### src/rtl/pop_panel_pkg.sv
// Shared constants and channel state type for the front-panel button conditioner.
package pop_panel_pkg;

   localparam int DEF_N_BUTTONS           = 6;
   localparam int DEF_TICK_DIV            = 250;
   localparam int DEF_DEBOUNCE_TICKS      = 200;
   localparam int DEF_REPEAT_DELAY_TICKS  = 5000;
   localparam int DEF_REPEAT_PERIOD_TICKS = 1000;

   typedef enum logic [1:0] {
      IDLE   = 2'd0,
      HELD   = 2'd1,
      REPEAT = 2'd2
   } chan_state_e;

   // Bits needed to hold values 0..max_val, never less than one.
   function automatic int cnt_width(input int max_val);
      return (max_val < 1) ? 1 : $clog2(max_val + 1);
   endfunction

endpackage

### src/rtl/button_channel.sv
// One button channel: tick-based debounce of the synchronised level, then the
// press/hold/repeat state machine with registered level and strobes.
module button_channel
   import pop_panel_pkg::*;
#(
   parameter int DEBOUNCE_TICKS      = DEF_DEBOUNCE_TICKS,
   parameter int REPEAT_DELAY_TICKS  = DEF_REPEAT_DELAY_TICKS,
   parameter int REPEAT_PERIOD_TICKS = DEF_REPEAT_PERIOD_TICKS
) (
   input  logic i_clk,
   input  logic i_reset,
   input  logic i_tick,
   input  logic i_sync_n,
   input  logic i_repeat_en,
   output logic o_pressed,
   output logic o_press_pulse,
   output logic o_release_pulse
);

   localparam int DB_W = cnt_width(DEBOUNCE_TICKS - 1);
   localparam int RC_W = cnt_width(REPEAT_DELAY_TICKS);

   logic              r_stable;
   logic [DB_W-1:0]   r_dcnt;
   chan_state_e       r_state;
   chan_state_e       w_state_nxt;
   logic [RC_W-1:0]   r_rcnt;
   logic [RC_W-1:0]   w_rcnt_nxt;
   logic [RC_W-1:0]   w_interval;
   logic              r_press_pulse;
   logic              r_release_pulse;
   logic              w_press_pulse;
   logic              w_release_pulse;
   logic              w_mismatch;
   logic              w_accept;
   logic              w_rise;
   logic              w_fall;
   logic              w_expire;

   assign w_mismatch = (~i_sync_n) != r_stable;
   assign w_accept   = w_mismatch && i_tick && (r_dcnt == DB_W'(DEBOUNCE_TICKS - 1));
   assign w_rise     = w_accept && !r_stable;
   assign w_fall     = w_accept && r_stable;

   assign w_interval = (r_state == REPEAT) ? RC_W'(REPEAT_PERIOD_TICKS - 1)
                                           : RC_W'(REPEAT_DELAY_TICKS - 1);
   assign w_expire   = i_tick && i_repeat_en && (r_rcnt == w_interval);

   // Any cycle in agreement discards the partial count, so short glitches vanish.
   always_ff @(posedge i_clk) begin
      if (i_reset) begin
         r_stable <= 1'b0;
         r_dcnt   <= '0;
      end else if (!w_mismatch) begin
         r_dcnt   <= '0;
      end else if (w_accept) begin
         r_stable <= ~r_stable;
         r_dcnt   <= '0;
      end else if (i_tick) begin
         r_dcnt   <= r_dcnt + DB_W'(1);
      end else begin
         r_dcnt   <= r_dcnt;
      end
   end

   always_comb begin
      w_state_nxt     = r_state;
      w_rcnt_nxt      = r_rcnt;
      w_press_pulse   = 1'b0;
      w_release_pulse = 1'b0;
      case (r_state)
         IDLE: begin
            w_rcnt_nxt = '0;
            if (w_rise) begin
               w_state_nxt   = HELD;
               w_press_pulse = 1'b1;
            end else begin
               w_state_nxt   = IDLE;
            end
         end
         HELD, REPEAT: begin
            // Release wins over a repeat expiring on the same tick.
            if (w_fall) begin
               w_state_nxt     = IDLE;
               w_release_pulse = 1'b1;
               w_rcnt_nxt      = '0;
            end else if (!i_repeat_en) begin
               w_rcnt_nxt      = '0;
            end else if (w_expire) begin
               w_state_nxt     = REPEAT;
               w_press_pulse   = 1'b1;
               w_rcnt_nxt      = '0;
            end else if (i_tick) begin
               w_rcnt_nxt      = r_rcnt + RC_W'(1);
            end else begin
               w_rcnt_nxt      = r_rcnt;
            end
         end
         default: begin
            w_state_nxt = IDLE;
            w_rcnt_nxt  = '0;
         end
      endcase
   end

   always_ff @(posedge i_clk) begin
      if (i_reset) begin
         r_state         <= IDLE;
         r_rcnt          <= '0;
         r_press_pulse   <= 1'b0;
         r_release_pulse <= 1'b0;
      end else begin
         r_state         <= w_state_nxt;
         r_rcnt          <= w_rcnt_nxt;
         r_press_pulse   <= w_press_pulse;
         r_release_pulse <= w_release_pulse;
      end
   end

   assign o_pressed       = r_stable;
   assign o_press_pulse   = r_press_pulse;
   assign o_release_pulse = r_release_pulse;

endmodule

### src/rtl/button_conditioner.sv
// Front-panel button conditioner: pin synchronisers, shared debounce tick
// prescaler and one debounce/repeat channel per button.
module button_conditioner
   import pop_panel_pkg::*;
#(
   parameter int N_BUTTONS           = DEF_N_BUTTONS,
   parameter int TICK_DIV            = DEF_TICK_DIV,
   parameter int DEBOUNCE_TICKS      = DEF_DEBOUNCE_TICKS,
   parameter int REPEAT_DELAY_TICKS  = DEF_REPEAT_DELAY_TICKS,
   parameter int REPEAT_PERIOD_TICKS = DEF_REPEAT_PERIOD_TICKS
) (
   input  logic                 clk_2M5,
   input  logic                 reset,
   input  logic [N_BUTTONS-1:0] buttons_n,
   input  logic [N_BUTTONS-1:0] repeat_en,
   output logic [N_BUTTONS-1:0] pressed,
   output logic [N_BUTTONS-1:0] press_pulse,
   output logic [N_BUTTONS-1:0] release_pulse
);

   localparam int DIV_W = cnt_width(TICK_DIV - 1);

   logic [N_BUTTONS-1:0] r_sync_meta;
   logic [N_BUTTONS-1:0] r_sync_n;
   logic [DIV_W-1:0]     r_div;
   logic                 w_tick;

   // Reset to the released level so a held button is re-debounced afterwards.
   always_ff @(posedge clk_2M5) begin
      if (reset) begin
         r_sync_meta <= '1;
         r_sync_n    <= '1;
      end else begin
         r_sync_meta <= buttons_n;
         r_sync_n    <= r_sync_meta;
      end
   end

   assign w_tick = (r_div == DIV_W'(TICK_DIV - 1));

   always_ff @(posedge clk_2M5) begin
      if (reset) begin
         r_div <= '0;
      end else if (w_tick) begin
         r_div <= '0;
      end else begin
         r_div <= r_div + DIV_W'(1);
      end
   end

   for (genvar gi = 0; gi < N_BUTTONS; gi++) begin : g_chan
      button_channel #(
         .DEBOUNCE_TICKS      (DEBOUNCE_TICKS),
         .REPEAT_DELAY_TICKS  (REPEAT_DELAY_TICKS),
         .REPEAT_PERIOD_TICKS (REPEAT_PERIOD_TICKS)
      ) u_chan (
         .i_clk           (clk_2M5),
         .i_reset         (reset),
         .i_tick          (w_tick),
         .i_sync_n        (r_sync_n[gi]),
         .i_repeat_en     (repeat_en[gi]),
         .o_pressed       (pressed[gi]),
         .o_press_pulse   (press_pulse[gi]),
         .o_release_pulse (release_pulse[gi])
      );
   end

endmodule

### config.mk
export PLATFORM = sky130hd
export DESIGN_NAME = button_conditioner
export DESIGN_NICKNAME = d
export VERILOG_FILES = /design/src/rtl/pop_panel_pkg.sv /design/src/rtl/button_channel.sv /design/src/rtl/button_conditioner.sv
export SDC_FILE = /design/constraint.sdc
export NUM_CORES = 1
export LEC_CHECK = 0
export CAP_MARGIN = 20
export CORE_UTILIZATION = 60
export DETAILED_ROUTE_END_ITERATION = 7
export PLACE_DENSITY = 0.8
export SETUP_SLACK_MARGIN = 0.4
export SYNTH_ARGS = -nofsm -noshare
export SYNTH_HDL_FRONTEND = slang
export SYNTH_HIERARCHICAL = 1
export SYNTH_SLANG_ARGS = --single-unit
export TNS_END_PERCENT = 50
### constraint.sdc
create_clock -name clk_2M5 -period 3.2 [get_ports clk_2M5]
set_clock_uncertainty 0.15 [all_clocks]
set_input_delay 0.64 -clock clk_2M5 [delete_from_list [all_inputs] [get_ports clk_2M5]]
set_output_delay 0.64 -clock clk_2M5 [all_outputs]
set_load 0.03 [all_outputs]
==> results of run 1 <==
## metrics by stage
step	hold WS (ns)	instances	cell area (um2)
after detailed placement	0.243	1077	8630
final	0.256	1113	9320
after floorplan	0.239	878	8130
after CTS	0.259	1109	9260
after global routing	0.277	1113	9320
after global placement	0.244	1077	8630
## sequential cells by signal, indices dropped and copies added (netlist names)
| signal | count |
|---|---|
| r_div | 8 |
| g_chan.u_chan/r_rcnt | 78 |
| r_sync_n | 6 |
| g_chan.u_chan/o_press_pulse | 6 |
| r_sync_meta | 6 |
| g_chan.u_chan/r_state | 12 |
| g_chan.u_chan/r_dcnt | 48 |
| g_chan.u_chan/o_release_pulse | 6 |
| g_chan.u_chan/o_pressed | 6 |
## metal layers
layer,up-vias,wire (um),track usage (%)
met1,2829,6730,25.9
met2,56,6810,36.7
li1,3172,-,-
met3,17,349,4.63
met4,0,206,8.15
met5,-,0,0
## final timing paths
kind | start | to | cells past startpoint
worst max-delay path | r_div[0]$_SDFF_PP0_ | g_chan[0].u_chan/r_rcnt[12]$_SDFFE_PP0P_ | 9
worst min-delay path | r_sync_meta[0]$_SDFF_PP1_ | r_sync_n[0]$_SDFF_PP1_ | 1
worst max register to register | r_div[0]$_SDFF_PP0_ | g_chan[0].u_chan/r_rcnt[12]$_SDFFE_PP0P_ | 9
worst min register to register | r_sync_meta[0]$_SDFF_PP1_ | r_sync_n[0]$_SDFF_PP1_ | 1
## power breakdown
part / switching, uW / internal, uW / total, uW
Clock: 803 / 1340 / 2150
Combinational: 35.8 / 33.4 / 69.3
Sequential: 9.42 / 2200 / 2210
Total: 848 / 3580 / 4430
## synthesized netlist by cell type (17+ instances only)
| master | n | share of area (%) |
|---|---|---|
| dfxtp_1 | 176 | 43 |
| ha_1 | 32 | 4.9 |
| inv_1 | 34 | 1.6 |
| nand2_1 | 58 | 2.7 |
| nand3_1 | 23 | 1.4 |
| nand4_1 | 40 | 3.1 |
| nand4b_1 | 17 | 1.8 |
| nor2_1 | 164 | 7.6 |
| nor3_1 | 27 | 1.7 |
| or2_2 | 17 | 1.3 |
| xnor2_1 | 54 | 5.8 |
| xor2_1 | 53 | 5.7 |
## final cells by class
cell class,instances,area share (%)
clock buffer,21,4.94
clock inverter,11,1.73
inverter,34,1.37
multi-input combinational,648,47.0
sequential,176,37.8
tap,176,2.36
timing repair buffer,47,4.83
## what timing repair did
| item | CTS | global route |
|---|---|---|
| buffers inserted | 0 | 4 |
| cloned | 0 | 0 |
| gates resized for setup | 1 | 3 |
| setup endpoints to repair | 13 | 86 |
| pin swaps | 0 | 1 |
## cells by family after synthesis
kind of cell / Yosys count
AOI/OAI and AO/OA: 66
xor gates and xnor gates: 107
adders and majority gates: 32
buffers and inverters: 54
DFF: 176
muxes: 13
and+or+nand+nor: 430
==> run metrics, run 1 <==
Mapped Cells=878; Crit. End Element=flop; CP required=3.36 ns; placer congestion estimate=0.805; crit-path max FO=12; drt wl/cell=12.7 um; final hold vios=0; chip width=118 um; Area Growth Syn to Fin=14.7%; Yosys cell types=50; register area=0.00352 mm2; diodes inserted=0; Multi-input gate area=0.00438 mm2; Routed Wire Length=14100 um; RSZ-0062 raised after global routing=no; Final WS setup=0.582 ns; vias in the first global route=5712; Clock Sinks=176; clock edge transition at the registers on the reported setup and hold paths=0.06 ns; Setup TNS=0 ns; compound-cell area share of the yosys netlist=7.70%; Rel. slew slack=53.3%; Crit-path slowest cell=nor4_1; Post-Synth Simple-Gate Area=27.7%; via count=6074; Yosys reg bits=176; fraction of synthesized cell area in xor and xnor cells=11.5%; row count=42; CTS tree=built; max capacitance violation total=0; Synth Area per Inst=9.25 um2; fin crit period=2.62 ns; initial core utilization=61.4%; final net count=970; Final period util=81.8%; fin. max-slew vios=0; CP Launch Type=flop; pin count of the biggest net entering global routing=34; core area=0.0132 mm2; Finish-stage setup viols=0; Ports=32; WP data arrival=2.78 ns; Synth async-reset ratio=0%; commonest non-fill, non-tap cell in the layout=dfxtp_1; Post-CTS Hold Buffers=0; PD cells=475 mW/mm2; Main synth FF type=dfxtp_1; EDFF count, synth=0; filler cell count=1041; CTS Buf Count=17; post-synthesis mux area share=1.60%; Leak=0.00294 uW; register-to-register setup slack=0.58 ns; YS warnings=6; Hold/Removal Path Class=flop to flop; clk_lat worst skew=0.42 ns; worst path bufs/invs=2; first-pass GRT wire length=24700 um; worst slew pin tran=0.701 ns; H-tree levels=4; DRC marker count from the first detailed-route iteration=340; DRT Pass-1 Iters=4; Adder-Cell Fraction of Synth Area=4.93%; vias per cell=5.46; layout cells sized above 1=10.6%; CP Cell Sequence=ha_1 -> nand3b_1 -> nor2_4 -> buf_12 -> buf_4 -> nand3_1 -> nor4_1 -> a31o_2 -> a21oi_1; port bufs=31; Die ar.=0.0140 mm2; Tot Pwr=4430 uW; most frequent cells in the layout=dfxtp_1, nor2_1, nand2_1; critical path's top delay family=simple AND/OR/NAND/NOR gates; initial antenna violation count=0; gr ovfl total=0; Root Buffer Master=clkbuf_16; largest family of logic cells by synthesized area=simple AND/OR/NAND/NOR gates; post-synthesis cell area=0.00813 mm2; Crit path largest cell delay=0.60 ns; f_max=382 MHz; die height=118 um; crit path kind=flop to flop; drt drc=0; final design utilization=70.4%; status=finished, final reports clean; worst slack, placed=0.345 ns; Total Routing Usage GR=21.3%; sequential fraction of the synthesis area=43.4%; worst ir drop on vdd=0.392 mV; post-route ant nets=0; Synth Net Count=924; post-DP HPWL=9560 um; maximum clock path buffer count=2
No activity file was read; power rests on OpenSTA's default activity.
==> run 2: changes to the inputs <==
- clock period: 3.2 -> 2.7 ns (I/O delays scaled with it)
==> run metrics, run 2 (synthesis results as in run 1) <==
die height=118 um; drt wl/cell=13.9 um; crit-path max FO=17; Cells after DPL=1083; Hold/Removal Path Class=flop to flop; clk_lat worst skew=0.42 ns; worst path bufs/invs=2; most frequent cells in the layout=dfxtp_1, nor2_1, nand2_1, xnor2_1, xor2_1; Post-CTS Hold Buffers=0; crit path kind=flop to flop; H-tree levels=4; CTS Buf Count=17; Hold Path End=r_sync_n[3]$_SDFF_PP1_; fin crit period=2.31 ns; Area Growth Syn to Fin=20.1%; DRT Pass-1 Iters=5; first-pass GRT wire length=25700 um; Worst R2R Start=r_div[1]$_SDFF_PP0_; commonest non-fill, non-tap cell in the layout=dfxtp_1; fin. max-slew vios=0; initial core utilization=61.4%; worst slew pin tran=0.474 ns; final design utilization=73.7%; CP Cell Sequence=inv_2 -> ha_4 -> nand3b_1 -> nor2_4 -> buf_12 -> nand4_1 -> nor3_1 -> or4b_4 -> nor2_2; Worst Hold Launch=r_sync_meta[3]$_SDFF_PP1_; max reg flops=78; vias per cell=5.63; worst ir drop on vdd=0.426 mV; WP data arrival=2.47 ns; clock edge transition at the registers on the reported setup and hold paths=0.06 ns; f_max=433 MHz; vias in the first global route=5856; max capacitance violation total=0; Sw Pwr=1030 uW; initial antenna violation count=0; Crit path largest cell delay=0.45 ns; Final period util=85.5%; Top Registers=g_chan.u_chan/r_rcnt (78), g_chan.u_chan/r_dcnt (48), g_chan.u_chan/r_state (12); Routed Wire Length=15700 um; status=finished, final reports clean; pin count of the biggest net entering global routing=25; core area=0.0132 mm2; Rel. slew slack=68.1%; Total Routing Usage GR=22.3%; Worst R2R End=g_chan[3].u_chan/r_rcnt[1]$_SDFFE_PP0P_; worst slack, placed=0.152 ns; row count=42; Setup TNS=0 ns; post-DP HPWL=9470 um; placer congestion estimate=0.775; chip width=118 um; Min Hold Slack=0.260 ns; Final Non-Filler Cells=1132; Ports=32; CTS tree=built; clock share of power=47.9%; maximum clock path buffer count=2; Hold Path Depth=1; sw frac=19.8%; CP required=2.86 ns; Leak=0.00305 uW; Final WS setup=0.391 ns; critical path's top delay family=simple AND/OR/NAND/NOR gates; Die ar.=0.0140 mm2; RSZ-0062 raised after global routing=yes; r2r worst-path depth=9; port bufs=31; register-to-register setup slack=0.39 ns; post-route ant nets=0; sequential power share=50.3%; Internal=4180 uW; PD cells=534 mW/mm2; Top reg by flops=g_chan.u_chan/r_rcnt; drt drc=0; Finish-stage setup viols=0; layout cells sized above 1=16.1%; Clock Sinks=176; Crit-path slowest cell=nor3_1; CP Launch Type=flop; Root Buffer Master=clkbuf_16; DRC marker count from the first detailed-route iteration=308; final net count=990; via count=6374; gr ovfl total=0; diodes inserted=0; Combinational Power Share=1.8%; Crit. End Element=flop; final hold vios=0
## run 2: layout make-up
cell class,count,area (um2)
Clock inverter,9,133
Fill cell,974,3480
Timing Repair Buffer,62,617
Multi-Input combinational cell,653,4650
Tap cell,176,220
Clock buffer,22,474
Inverter,34,128
Sequential cell,176,3530
## run 2: worst max path at each step
stage / cells past startpoint / startpoint / to
after floorplan: 9 / r_div[0]$_SDFF_PP0_ / g_chan[0].u_chan/r_rcnt[7]$_SDFFE_PP0P_
after global placement: 5 / repeat_en[3] / g_chan[3].u_chan/r_rcnt[4]$_SDFFE_PP0P_
after detailed placement: 8 / r_div[0]$_SDFF_PP0_ / g_chan[5].u_chan/r_rcnt[2]$_SDFFE_PP0P_
after CTS: 8 / r_div[1]$_SDFF_PP0_ / g_chan[5].u_chan/o_release_pulse$_SDFF_PP0_
after global routing: 9 / r_div[1]$_SDFF_PP0_ / g_chan[3].u_chan/r_rcnt[1]$_SDFFE_PP0P_
final: 9 / r_div[1]$_SDFF_PP0_ / g_chan[3].u_chan/r_rcnt[1]$_SDFFE_PP0P_
## run 2: through the flow
step	total power (uW)	instance area, um2
final	5210	9760
after global routing	5400	9760
after CTS	5260	9560
after detailed placement	2770	8820
after global placement	2760	8820
after floorplan	2720	8240
## run 2: metal layers
| metal | routed length, um | GRT usage (%) | part of all wire, % | vias up |
|---|---|---|---|---|
| li1 | - | - | - | 3231 |
| met1 | 7420 | 27.4 | 47 | 3032 |
| met2 | 7560 | 38.1 | 48 | 88 |
| met3 | 433 | 4.68 | 2.8 | 23 |
| met4 | 289 | 8.62 | 1.8 | 0 |
| met5 | 0 | 0 | 0 | - |
## run 2: power by group through the flow
stage	logic (uW)	registers, uW	clock network [uW]
after global placement	84.3	2680	0
after CTS	88.1	2620	2550
after global routing	102	2620	2670
final	92.5	2620	2500
after floorplan	41.8	2680	0
after detailed placement	85.6	2680	0
## run 2: what timing repair did
action,4_1_cts,5_1_grt
resized for setup,9,32
setup endpoints to repair,121,136
cloned,4,2
pin swaps,6,16
buffers inserted,5,7
## run 2: worst reg2reg max path: cells and delay by family (launching register included)
kind / cells / cell delay [ns]
simple gates: 6 / 1.33
flops: 1 / 0.33
buf+inv: 2 / 0.25
fa+ha+maj: 1 / 0.12
==> patch: new RTL, flow settings as in run 2 <==
The package constant `DEF_N_BUTTONS` goes from 6 to 7.
--- a/src/rtl/pop_panel_pkg.sv
+++ b/src/rtl/pop_panel_pkg.sv
@@ -1,7 +1,7 @@
 // Shared constants and channel state type for the front-panel button conditioner.
 package pop_panel_pkg;
 
-   localparam int DEF_N_BUTTONS           = 6;
+   localparam int DEF_N_BUTTONS           = 7;
    localparam int DEF_TICK_DIV            = 250;
    localparam int DEF_DEBOUNCE_TICKS      = 200;
    localparam int DEF_REPEAT_DELAY_TICKS  = 5000;
Interface: changed (5 resized); port bits go from 32 to 37. The function was not compared with the original's and may differ.
==> patch against run 2 <==
Total power increased by 16%; design area increased by 16%; setup slack improved by 18 ps; synthesized cell count increased by 16%; highest routed layer unchanged; sequential cell count increased by 28; cell count increased by 17%; fmax increased by 0.78%; via count increased by 16%; routed wire length increased by 19%; area after synthesis increased by 16%; clock power increased by 17%.
==> patch: results (changes against run 2) <==
Pwr
  – Design internal power: 4.818 mW (+15%)
  – Switching Fraction: 20.45% (+0.68 points)
  – Share of power burned in registers: 50.1% (-0.2 points)

Detailed routing
  – Met1 layer wirelength in the final routing: 8726 um (+18%)
  – Routed wl met3: 629 um (+45%)
  – Final routed wirelength across all metal layers: 18680 um (+19%)
  – Iteration-0 DRC Markers: 393 (+28%)

Clock network
  – Max clock buf depth: 3 (+1)
  – H-Tree Depth: 1 (-3)

Yosys
  – Post-Synth Adder-Cell Area: 4.919% (-0.0087 points)
  – Top post-synthesis cells by count: 204 x sky130_fd_sc_hd__dfxtp_1, 191 x sky130_fd_sc_hd__nor2_1, 69 x sky130_fd_sc_hd__nand2_1, 62 x sky130_fd_sc_hd__xnor2_1, 62 x sky130_fd_sc_hd__xor2_1
  – Register area share after synthesis: 43.39% (about the same)
  – Main area contributors after synthesis: sky130_fd_sc_hd__dfxtp_1 43%, sky130_fd_sc_hd__nor2_1 7.6%, sky130_fd_sc_hd__xnor2_1 5.8%, sky130_fd_sc_hd__xor2_1 5.8%, sky130_fd_sc_hd__ha_1 4.9%
  – Multiplexer area fraction after synthesis: 1.702% (+0.10 points)

Worst setup path
  – Reg2Reg Capture Point: g_chan[3].u_chan/r_rcnt[8]
  – CP arrival: 1600 ps (-870 ps)
  – CP top delay family: buffers and inverters
  – Critical path peak fanout: 4 (-13)
  – Worst setup path end: pressed[1]
  – Capturing element type of the critical path: primary output

Placed design
  – Placed wire-length estimate: 11460 um (+21%)
  – Number of buffers inserted by port buffering: 36 (+16%)
  – Placed instance count: 1263 (+17%)

Global routing
  – GRT Util Overall: 22.10% (-0.18 points)
  – Maximum number of pins on one net before global-route repair: 34 (+36%)

Finish
  – Share of cells above drive strength 1: 15.92% (-0.19 points)
  – Final #Nets: 1149 (+16%)

Timing
  – Max_slew headroom: 69.91% (+1.8 points)

Outcome
  – Run status: complete, no violations
patch: cell count changes after synthesis, sizes merged, moves of 5 or more:
cell,run 2,this run
dfxtp,176,204
nand4,41,50
xor2,53,62
ha,32,37
nor2,164,191
a21oi,12,17
and3,14,20
xnor2,54,62
nand2,58,69
patch: layout make-up:
cell class                 instances  area (um2)
multi-input combinational        757        5398
inverter                          38       142.6
tap                              211       264.0
fill                            1102        3921
timing repair buffer              73       723.2
clock inverter                     8       43.79
sequential                       204        4086
clock buffer                      32       679.4
patch: per-stage QoR:
| stage | setup slack, ps | cell area, um2 |
|---|---|---|
| 2_1_floorplan | 361.9 | 9488 |
| 3_3_place_gp | 160.0 | 10140 |
| 3_5_place_dp | 157.5 | 10140 |
| 4_1_cts | 382.9 | 11000 |
| 5_1_grt | 330.6 | 11340 |
| 6_report | 409.3 | 11340 |
